**config.mk**
```make
export PLATFORM = sky130hd
export DESIGN_NAME = snitch_icache_perf_cnt
export DESIGN_NICKNAME = d
export VERILOG_FILES = /design/src/rtl/snitch_icache_pkg.sv /design/src/rtl/snitch_icache_perf_popcnt.sv /design/src/rtl/snitch_icache_perf_cnt.sv
export SDC_FILE = /design/constraint.sdc
export NUM_CORES = 1
export LEC_CHECK = 0
export BUFFER_PORTS_ARGS = -buffer_cell sky130_fd_sc_hd__buf_2
export CAP_MARGIN = 30
export CORE_ASPECT_RATIO = 1.25
export CORE_UTILIZATION = 55
export DETAILED_ROUTE_END_ITERATION = 8
export HOLD_SLACK_MARGIN = 0.05
export PLACE_DENSITY_LB_ADDON = 0.1
export SYNTH_ARGS = -nofsm -noshare
export SYNTH_HDL_FRONTEND = slang
export SYNTH_SLANG_ARGS = --single-unit
export TNS_END_PERCENT = 10
```
**constraint.sdc**
```tcl
create_clock -name clk_i -period 2.7 [get_ports clk_i]
set_input_delay 0.135 -clock clk_i [delete_from_list [all_inputs] [get_ports clk_i]]
set_output_delay 0.135 -clock clk_i [all_outputs]
set_load 0.005 [all_outputs]
```
**src/rtl/snitch_icache_pkg.sv**
```systemverilog
// Shared types for the Snitch instruction cache.
//
// icache_events_t : one-cycle event pulses raised by each L0 fetch port.
//                   Bit order, MSB to LSB: miss, hit, prefetch, double_hit.
// perf_addr_e     : selects which performance shadow counter is read back.
package snitch_icache_pkg;

  typedef struct packed {
    logic l0_miss;
    logic l0_hit;
    logic l0_prefetch;
    logic l0_double_hit;
  } icache_events_t;

  localparam int unsigned NR_PERF_CNT = 4;

  typedef enum logic [1:0] {
    PERF_MISS       = 2'd0,
    PERF_HIT        = 2'd1,
    PERF_PREFETCH   = 2'd2,
    PERF_DOUBLE_HIT = 2'd3
  } perf_addr_e;

endpackage

```
**src/rtl/snitch_icache_perf_popcnt.sv**
```systemverilog
// Population count of one event field across all fetch ports.
//
// Parameters : NR_FETCH_PORTS - number of input bits
// Ports      : bits_i - one event bit per port
//              cnt_o  - number of set bits, $clog2(NR_FETCH_PORTS+1) wide
// Purely combinational.
module snitch_icache_perf_popcnt #(
  parameter int unsigned NR_FETCH_PORTS = 2,
  localparam int unsigned OUT_W         = $clog2(NR_FETCH_PORTS + 1)
) (
  input  logic [NR_FETCH_PORTS-1:0] bits_i,
  output logic [OUT_W-1:0]          cnt_o
);

  always_comb begin
    cnt_o = '0;
    for (int i = 0; i < NR_FETCH_PORTS; i++) begin
      cnt_o = cnt_o + OUT_W'(bits_i[i]);
    end
  end

endmodule

```
**src/rtl/snitch_icache_perf_cnt.sv**
```systemverilog
// L0 instruction-cache performance counters.
//
// Four saturating live counters (miss, hit, prefetch, double_hit) accumulate
// the number of fetch ports raising each event per enabled cycle. A snapshot
// copies the live counters into shadow registers, which are read back with a
// one-cycle registered response.
//
// Parameters : NR_FETCH_PORTS (1..32), CNT_WIDTH (8..64)
// Ports      : clk_i, rst_ni (async, active-low)
//              events_i   - per-port event pulses
//              enable_i   - count enable; events are dropped while low
//              clear_i    - zero live counters (and overflow flags)
//              snapshot_i - copy pre-update live values into shadows
//              rd_req_i / rd_addr_i   - read request, always accepted
//              rd_valid_o / rd_data_o - response one cycle later, data 0 when idle
//              irq_o      - level overflow interrupt
//
// Build option: define SNITCH_ICACHE_PERF_OVF_IRQ_EN to build sticky overflow
// flags and drive irq_o; otherwise irq_o is tied to 0 (saturation still applies).
module snitch_icache_perf_cnt
  import snitch_icache_pkg::*;
#(
  parameter int unsigned NR_FETCH_PORTS = 2,
  parameter int unsigned CNT_WIDTH      = 32
) (
  input  logic                                 clk_i,
  input  logic                                 rst_ni,
  input  icache_events_t [NR_FETCH_PORTS-1:0]  events_i,
  input  logic                                 enable_i,
  input  logic                                 clear_i,
  input  logic                                 snapshot_i,
  input  logic                                 rd_req_i,
  input  logic [1:0]                           rd_addr_i,
  output logic                                 rd_valid_o,
  output logic [CNT_WIDTH-1:0]                 rd_data_o,
  output logic                                 irq_o
);

  localparam int unsigned INC_W = $clog2(NR_FETCH_PORTS + 1);
  localparam int unsigned SUM_W = CNT_WIDTH + 1;

  function automatic logic [SUM_W-1:0] wide_sum(input logic [CNT_WIDTH-1:0] cnt,
                                                input logic [INC_W-1:0]     inc);
    return {1'b0, cnt} + SUM_W'(inc);
  endfunction

  // Clamp to all-ones instead of wrapping.
  function automatic logic [CNT_WIDTH-1:0] sat_add(input logic [CNT_WIDTH-1:0] cnt,
                                                   input logic [INC_W-1:0]     inc);
    logic [SUM_W-1:0] sum;
    sum = wide_sum(cnt, inc);
    return sum[CNT_WIDTH] ? '1 : sum[CNT_WIDTH-1:0];
  endfunction

  // True when the increment would have carried past the counter width.
  function automatic logic sat_clip(input logic [CNT_WIDTH-1:0] cnt,
                                    input logic [INC_W-1:0]     inc);
    logic [SUM_W-1:0] sum;
    sum = wide_sum(cnt, inc);
    return sum[CNT_WIDTH];
  endfunction

  logic [NR_PERF_CNT-1:0][NR_FETCH_PORTS-1:0] ev_vec_p0;
  logic [INC_W-1:0]     inc_p0    [NR_PERF_CNT];
  logic [CNT_WIDTH-1:0] cnt_p1    [NR_PERF_CNT];
  logic [CNT_WIDTH-1:0] shadow_p1 [NR_PERF_CNT];
  logic                 vld_p1;
  logic [CNT_WIDTH-1:0] data_p1;

  // Transpose port-major events into field-major vectors.
  always_comb begin
    ev_vec_p0 = '0;
    for (int p = 0; p < NR_FETCH_PORTS; p++) begin
      ev_vec_p0[PERF_MISS][p]       = events_i[p].l0_miss;
      ev_vec_p0[PERF_HIT][p]        = events_i[p].l0_hit;
      ev_vec_p0[PERF_PREFETCH][p]   = events_i[p].l0_prefetch;
      ev_vec_p0[PERF_DOUBLE_HIT][p] = events_i[p].l0_double_hit;
    end
  end

  for (genvar f = 0; f < NR_PERF_CNT; f++) begin : gen_popcnt
    snitch_icache_perf_popcnt #(
      .NR_FETCH_PORTS (NR_FETCH_PORTS)
    ) i_popcnt (
      .bits_i (ev_vec_p0[f]),
      .cnt_o  (inc_p0[f])
    );
  end

  // ---- p0 -> p1: live counters, shadows, read response ----
  // Shadows sample cnt_p1 before this edge's update, so a snapshot taken
  // together with clear captures the pre-clear values atomically.
  always_ff @(posedge clk_i or negedge rst_ni) begin
    if (!rst_ni) begin
      for (int f = 0; f < NR_PERF_CNT; f++) begin
        cnt_p1[f]    <= '0;
        shadow_p1[f] <= '0;
      end
    end else begin
      for (int f = 0; f < NR_PERF_CNT; f++) begin
        if (clear_i) begin
          cnt_p1[f] <= '0;
        end else if (enable_i) begin
          cnt_p1[f] <= sat_add(cnt_p1[f], inc_p0[f]);
        end
        if (snapshot_i) begin
          shadow_p1[f] <= cnt_p1[f];
        end
      end
    end
  end

  // The mux reads the shadow before any same-cycle snapshot lands.
  always_ff @(posedge clk_i or negedge rst_ni) begin
    if (!rst_ni) begin
      vld_p1  <= 1'b0;
      data_p1 <= '0;
    end else begin
      vld_p1  <= rd_req_i;
      data_p1 <= rd_req_i ? shadow_p1[rd_addr_i] : '0;
    end
  end

  assign rd_valid_o = vld_p1;
  assign rd_data_o  = data_p1;

`ifdef SNITCH_ICACHE_PERF_OVF_IRQ_EN
  logic [NR_PERF_CNT-1:0] ovf_p1;
  logic                   irq_p2;

  // Sticky per-counter flags; clear has priority over a same-cycle clip.
  always_ff @(posedge clk_i or negedge rst_ni) begin
    if (!rst_ni) begin
      ovf_p1 <= '0;
    end else if (clear_i) begin
      ovf_p1 <= '0;
    end else if (enable_i) begin
      for (int f = 0; f < NR_PERF_CNT; f++) begin
        if (sat_clip(cnt_p1[f], inc_p0[f])) begin
          ovf_p1[f] <= 1'b1;
        end
      end
    end
  end

  // ---- p1 -> p2: registered interrupt ----
  always_ff @(posedge clk_i or negedge rst_ni) begin
    if (!rst_ni) begin
      irq_p2 <= 1'b0;
    end else begin
      irq_p2 <= |ovf_p1;
    end
  end

  assign irq_o = irq_p2;
`else
  assign irq_o = 1'b0;
`endif

endmodule

```
---- After elaboration in Yosys (flattened, before gate mapping) ----
Cells that the tools add are included.
word-level totals
  memory bits (read-only) ................. 0
  flip-flop bits (word level) ............. 289
  bits in writable memories ............... 0
  latch bits .............................. 0
  logic and storage cells ................. 37
  output and inout bits ................... 34
  memories kept ........................... 0
cells by class
  bitwise logic cells ..................... 1
  $add $sub $neg .......................... 8
  shift operators ......................... 0
  multiply operators ...................... 0
  reduce and logical (&&, ||, !) cells .... 1
  equal/unequal tests ..................... 0
  $lt $le $gt $ge ......................... 1
  multiplexer cells ....................... 16
  div/mod/pow operators ................... 0
operators with widths
  cell                  number
  $mux W32              15
  $add A32 B2 Y33       4
  $bmux W32 S2          1
  $add A1 B1 Y2         4
  $ge A3 B3 Y1 const B  1
  $not A2 Y3            1
  $reduce_bool A2 Y1    1

---- Logic depth before layout (Yosys ltp) ----
  word-level depth ........................ 5
  depth in mapped cells ................... 11
  depth with buffers taken out ............ 9

---- By module ----
A second synthesis with hierarchy kept.
unflattened totals
  cell total of the unflattened synthesis .. 1221
  area total of the unflattened synthesis .. 14047.2 um^2
by module, submodules not included
  module                     cells each  seq. area each (um^2)  instances  area an instance (um^2)
  snitch_icache_perf_cnt     1217        7231.9                 1          13997.2
  snitch_icache_perf_popcnt  1           0.0                    4          12.5

---- Worst setup path before layout ----
OpenSTA, ideal clock, no wires.
  kind .................................... flip-flop to flip-flop
  start point ............................. register cnt_p1[64] (netlist name)
  end point ............................... register cnt_p1[94] (netlist name)
  period minus slack after synthesis ...... 2365 ps
  data required time ...................... 2568 ps
  path slack .............................. 335 ps
  cell stages (with the launch flop) ...... 12
  arrival time ............................ 2233 ps
  library setup time ...................... 132 ps
  cells stage by stage .................... dfrtp_1 > inv_1 > fa_1 > inv_1 > ha_1 > nand3_1 > or4_1 > buf_2 > buf_2 > nor4_1 > mux2i_1 > nor2_1
between the ends
  longest elaborated chain between the ends .. 4
RTL lines
  what                             line                           text
  start, declared                  snitch_icache_perf_cnt.sv:65   logic [CNT_WIDTH-1:0] cnt_p1 [NR_PERF_CNT];
  start signal, assigned by index  snitch_icache_perf_cnt.sv:104  cnt_p1[f] <= sat_add(cnt_p1[f], inc_p0[f]);
  $add A32 B2 Y33                  snitch_icache_perf_cnt.sv:44   return {1'b0, cnt} + SUM_W'(inc);
  $mux W32                         snitch_icache_perf_cnt.sv:52   return sum[CNT_WIDTH] ? '1 : sum[CNT_WIDTH-1:0];
  $mux W32                         snitch_icache_perf_cnt.sv:103  end else if (enable_i) begin
  $mux W32                         snitch_icache_perf_cnt.sv:101  if (clear_i) begin
Every way passes these cells. The select of a mux whose other input is x is not followed.
A chain may end at the register's enable or synchronous reset.

---- Final worst setup path ----
  start point ............................. register cnt_p1[64] (netlist name)
  end point ............................... register cnt_p1[81] (netlist name)
The elaborated chain is that of the path after synthesis.

==> impl_metrics.env <==
export IMPL_post_synth_instance_area_um2=13900
export IMPL_report_final_hold_viol_count=0
export IMPL_fin_worst_skew_ns=0.00516
export IMPL_start_util=0.563
export IMPL_yosysSeqAreaShare=0.521
export IMPL_critical_path_reg2reg_endpoint="cnt_p1[81]"
export IMPL_synth_lib_cells_used_distinct=67
export IMPL_synthArstFlopShare=1.00
export IMPL_fin_cells=1632
export IMPL_layout_cell_share_with_drive_strength_beyond_1=0.255
export IMPL_timing_reg2reg_worst_path_depth=9
export IMPL_synthTopCellsByArea="sky130_fd_sc_hd__dfrtp_1 52%, sky130_fd_sc_hd__mux2_2 10%, sky130_fd_sc_hd__mux4_2 5.2%"
export IMPL_areaGrowthSynthToFinish_pct=13.9
export IMPL_synth_xor_area_share=0.00126
export IMPL_grt_max_degree=88
export IMPL_finalWirelength_mm=34.6
export IMPL_setup_ws_ns=0.0752
export IMPL_cts_htree_levels=1
export IMPL_routabilityCongestion=0.916
export IMPL_ir_drop_worst_case_vdd_uv=500
export IMPL_synth_top_family_by_area="simple AND/OR/NAND/NOR gates"
export IMPL_grt_pass1_wl_mm=56.0
export IMPL_min_delay_path_class="primary input to register"
export IMPL_tritoncts_num_buffers=30
export IMPL_synth_main_ff_cell="sky130_fd_sc_hd__dfrtp_1"
export IMPL_outcome="complete, no violations"
export IMPL_insertedDiodeCount=0
export IMPL_min_to="cnt_p1[64]"
export IMPL_clk_root_buffer_cell="sky130_fd_sc_hd__clkbuf_16"
export IMPL_worst_slew_pin_transition_ns=0.692
export IMPL_leakagePower_nw=7.15
export IMPL_timing_max_cap_violations=0
export IMPL_setup_viol=0
export IMPL_synth_edf_count=0
export IMPL_critPathMaxFanout=4
export IMPL_post_synth_most_frequent_cells="289 x sky130_fd_sc_hd__dfrtp_1, 128 x sky130_fd_sc_hd__mux2_2, 90 x sky130_fd_sc_hd__nor2_1"
export IMPL_yosys_register_bits=289
export IMPL_first_iter_violations=819
export IMPL_first_global_vias=10146
export IMPL_drc=0
export IMPL_endpoint_arrival_time_on_the_critical_path_ns=3.06
export IMPL_critPathRequiredTime_ns=3.14
export IMPL_tritoncts_num_sinks=289
export IMPL_clock_insertion_delay_at_the_later_pin_of_the_skew_report_ns=0.55
export IMPL_ys_warn_count=0
export IMPL_max_freq_mhz=381
export IMPL_coreArea_um2=24700
export IMPL_hold_path_cell_count=4
export IMPL_rows=64
export IMPL_cts_tree="done"
export IMPL_die_height_um=180
export IMPL_finalNetCount=1309
export IMPL_path_clk_slew_ns=0.06
export IMPL_fin_crit_ns=2.62
export IMPL_design_die_area_um2=25900
export IMPL_synth_simple_gate_area_frac=0.178
export IMPL_global_route_usage_total=0.280
export IMPL_worst_setup_path_type="register to register"
export IMPL_die_w_um=144
export IMPL_crit_reg2reg_launch="cnt_p1[64]"
export IMPL_dp_cells=1572
export IMPL_layout_filler_cells=1997
export IMPL_buffers_from_clock_root_to_sink_at_most=3
export IMPL_detail_route_first_pass_iterations=5
export IMPL_hold_path_startpoint="events_i[2]"
export IMPL_synthesis_instances=1212
export IMPL_wire_per_inst_um=21.2
export IMPL_post_synth_fa_ha_maj_area_fraction=0.00937
export IMPL_dp_hpwl_mm=24.3
export IMPL_syn_nets=1236
export IMPL_globalRoute_totalOverflow=0
export IMPL_p_per_area_nw_per_um2=552
export IMPL_antenna_found_initial=0
export IMPL_post_drt_via_cell_ratio=6.30
export IMPL_post_synth_top_area_cell="sky130_fd_sc_hd__dfrtp_1"
export IMPL_cp_start_kind="register"
export IMPL_cp_capture_type="register"
export IMPL_rsz0062_at_grt="yes"
export IMPL_detailroute_via_count=10289
export IMPL_antenna_left=0
export IMPL_synthMostInstantiatedCell="sky130_fd_sc_hd__dfrtp_1"
export IMPL_synth_compound_area_frac=0.0975
export IMPL_setup_slack_of_the_worst_register_to_register_path_ns=0.08
export IMPL_post_synthesis_area_per_instance_um2=11.5
export IMPL_post_synth_top_area_fraction=0.521
export IMPL_placement_io_buffers=48
export IMPL_max_slew_headroom_at_the_worst_pin=0.538
export IMPL_place_ws_ns=0.0946
export IMPL_post_synth_mux_area_share=0.162
export IMPL_timing_max_transition_violations_final=0
export IMPL_top_level_port_count=50
export IMPL_post_route_period_util=0.972
## layout by cell type (no fill, tap or decap), types with 4 or more instances in the layout
cell and count:
sky130_fd_sc_hd__a21oi_1 32, sky130_fd_sc_hd__clkinv_2 5, sky130_fd_sc_hd__buf_4 50, sky130_fd_sc_hd__nor2_1 89, sky130_fd_sc_hd__a31oi_1 41, sky130_fd_sc_hd__nor4_2 4, sky130_fd_sc_hd__ha_1 4, sky130_fd_sc_hd__a41oi_1 9
sky130_fd_sc_hd__buf_2 45, sky130_fd_sc_hd__nand3_1 43, sky130_fd_sc_hd__nand4_1 33, sky130_fd_sc_hd__mux2_2 128, sky130_fd_sc_hd__and4b_1 4, sky130_fd_sc_hd__o21a_1 5, sky130_fd_sc_hd__nand2_1 43, sky130_fd_sc_hd__o21bai_1 19
sky130_fd_sc_hd__a211oi_1 32, sky130_fd_sc_hd__nor4_1 20, sky130_fd_sc_hd__and4_1 20, sky130_fd_sc_hd__clkbuf_8 7, sky130_fd_sc_hd__inv_1 37, sky130_fd_sc_hd__and2_1 39, sky130_fd_sc_hd__nor3_1 68, sky130_fd_sc_hd__clkbuf_1 6
sky130_fd_sc_hd__o21ai_0 12, sky130_fd_sc_hd__or3_1 5, sky130_fd_sc_hd__and3_1 33, sky130_fd_sc_hd__a311oi_1 18, sky130_fd_sc_hd__mux2i_1 9, sky130_fd_sc_hd__mux4_2 32, sky130_fd_sc_hd__fa_1 4, sky130_fd_sc_hd__buf_12 7
sky130_fd_sc_hd__clkbuf_16 31, sky130_fd_sc_hd__o22ai_1 8, sky130_fd_sc_hd__dfrtp_1 289, sky130_fd_sc_hd__dlygate4sd3_1 10
## final cells by class
| type | instances | area, um2 | share of cell area |
|---|---|---|---|
| flip-flops and latches | 289 | 7230 | 0.457 |
| multi-input cells | 813 | 6260 | 0.396 |
| clock buffers | 44 | 895 | 0.0565 |
| repair buffers | 113 | 856 | 0.0541 |
| well taps | 330 | 413 | 0.0261 |
| inverters | 38 | 143 | 0.00902 |
| clock inverters | 5 | 25.0 | 0.00158 |
## routing by layer
metal,global-route usage,up-vias,wire length [um]
li1,-,4707,-
met1,0.398,5235,15400
met2,0.454,272,16900
met3,0.0280,75,1320
met4,0.0859,0,992
met5,0,-,0
## state kept, by name, summed over array words and instances (netlist names)
| register | flops |
|---|---|
| shadow_p1 | 128 |
| rd_valid_o | 1 |
| cnt_p1 | 128 |
| rd_data_o | 32 |
## logic make-up after synthesis
| family | count (synthesis) |
|---|---|
| and+or+nand+nor | 438 |
| DFF | 289 |
| AOI/OAI and AO/OA | 195 |
| muxes | 169 |
| buffers and inverters | 110 |
| adders and majority gates | 8 |
| xor gates and xnor gates | 2 |
| other | 1 |
## through the flow
stage          utilization  cell area, um2  power [mW]  hold WS (ns)  setup TNS (ns)
3_5_place_dp         0.599           14800        4.93         0.201               0
3_3_place_gp         0.599           14800        4.92         0.200               0
2_1_floorplan            -           13900        4.70        -0.161               0
4_1_cts              0.640           15800        8.84        0.0515               0
6_report             0.641           15800        8.73        0.0686               0
5_1_grt              0.641           15800        9.03        0.0758          -0.113
## where the power goes
part | switching, mW | internal [mW]
clock | 1.62 | 2.26
sequential | 0.0330 | 4.37
combinational | 0.287 | 0.173
total | 1.94 | 6.80
## worst max-delay path, cell delays in order (launching register included)
cell                       delay, ns
sky130_fd_sc_hd__dfrtp_1        0.36
sky130_fd_sc_hd__inv_1          0.06
sky130_fd_sc_hd__fa_1           0.43
sky130_fd_sc_hd__inv_1          0.09
sky130_fd_sc_hd__ha_1           0.16
sky130_fd_sc_hd__nand3_1        0.07
sky130_fd_sc_hd__or4_1          0.47
sky130_fd_sc_hd__or2_1          0.32
sky130_fd_sc_hd__and3_1         0.24
sky130_fd_sc_hd__a311oi_1       0.32
## repair_timing
action                                 in CTS  in global routing
resized for setup                           0                 10
setup buffers                               0                  1
hold buffers                               10                  0
endpoints found under the hold margin      86                  0
setup endpoints to repair                   0                 20
## how the worst max path moves through the flow
stage	from	cells past startpoint	end
5_1_grt	cnt_p1[64]	9	cnt_p1[81]
4_1_cts	cnt_p1[64]	9	cnt_p1[81]
3_5_place_dp	cnt_p1[64]	9	cnt_p1[93]
3_3_place_gp	cnt_p1[64]	7	cnt_p1[89]
6_report	cnt_p1[64]	9	cnt_p1[81]
2_1_floorplan	cnt_p1[64]	11	cnt_p1[94]
(Power assumes the default switching activity.)
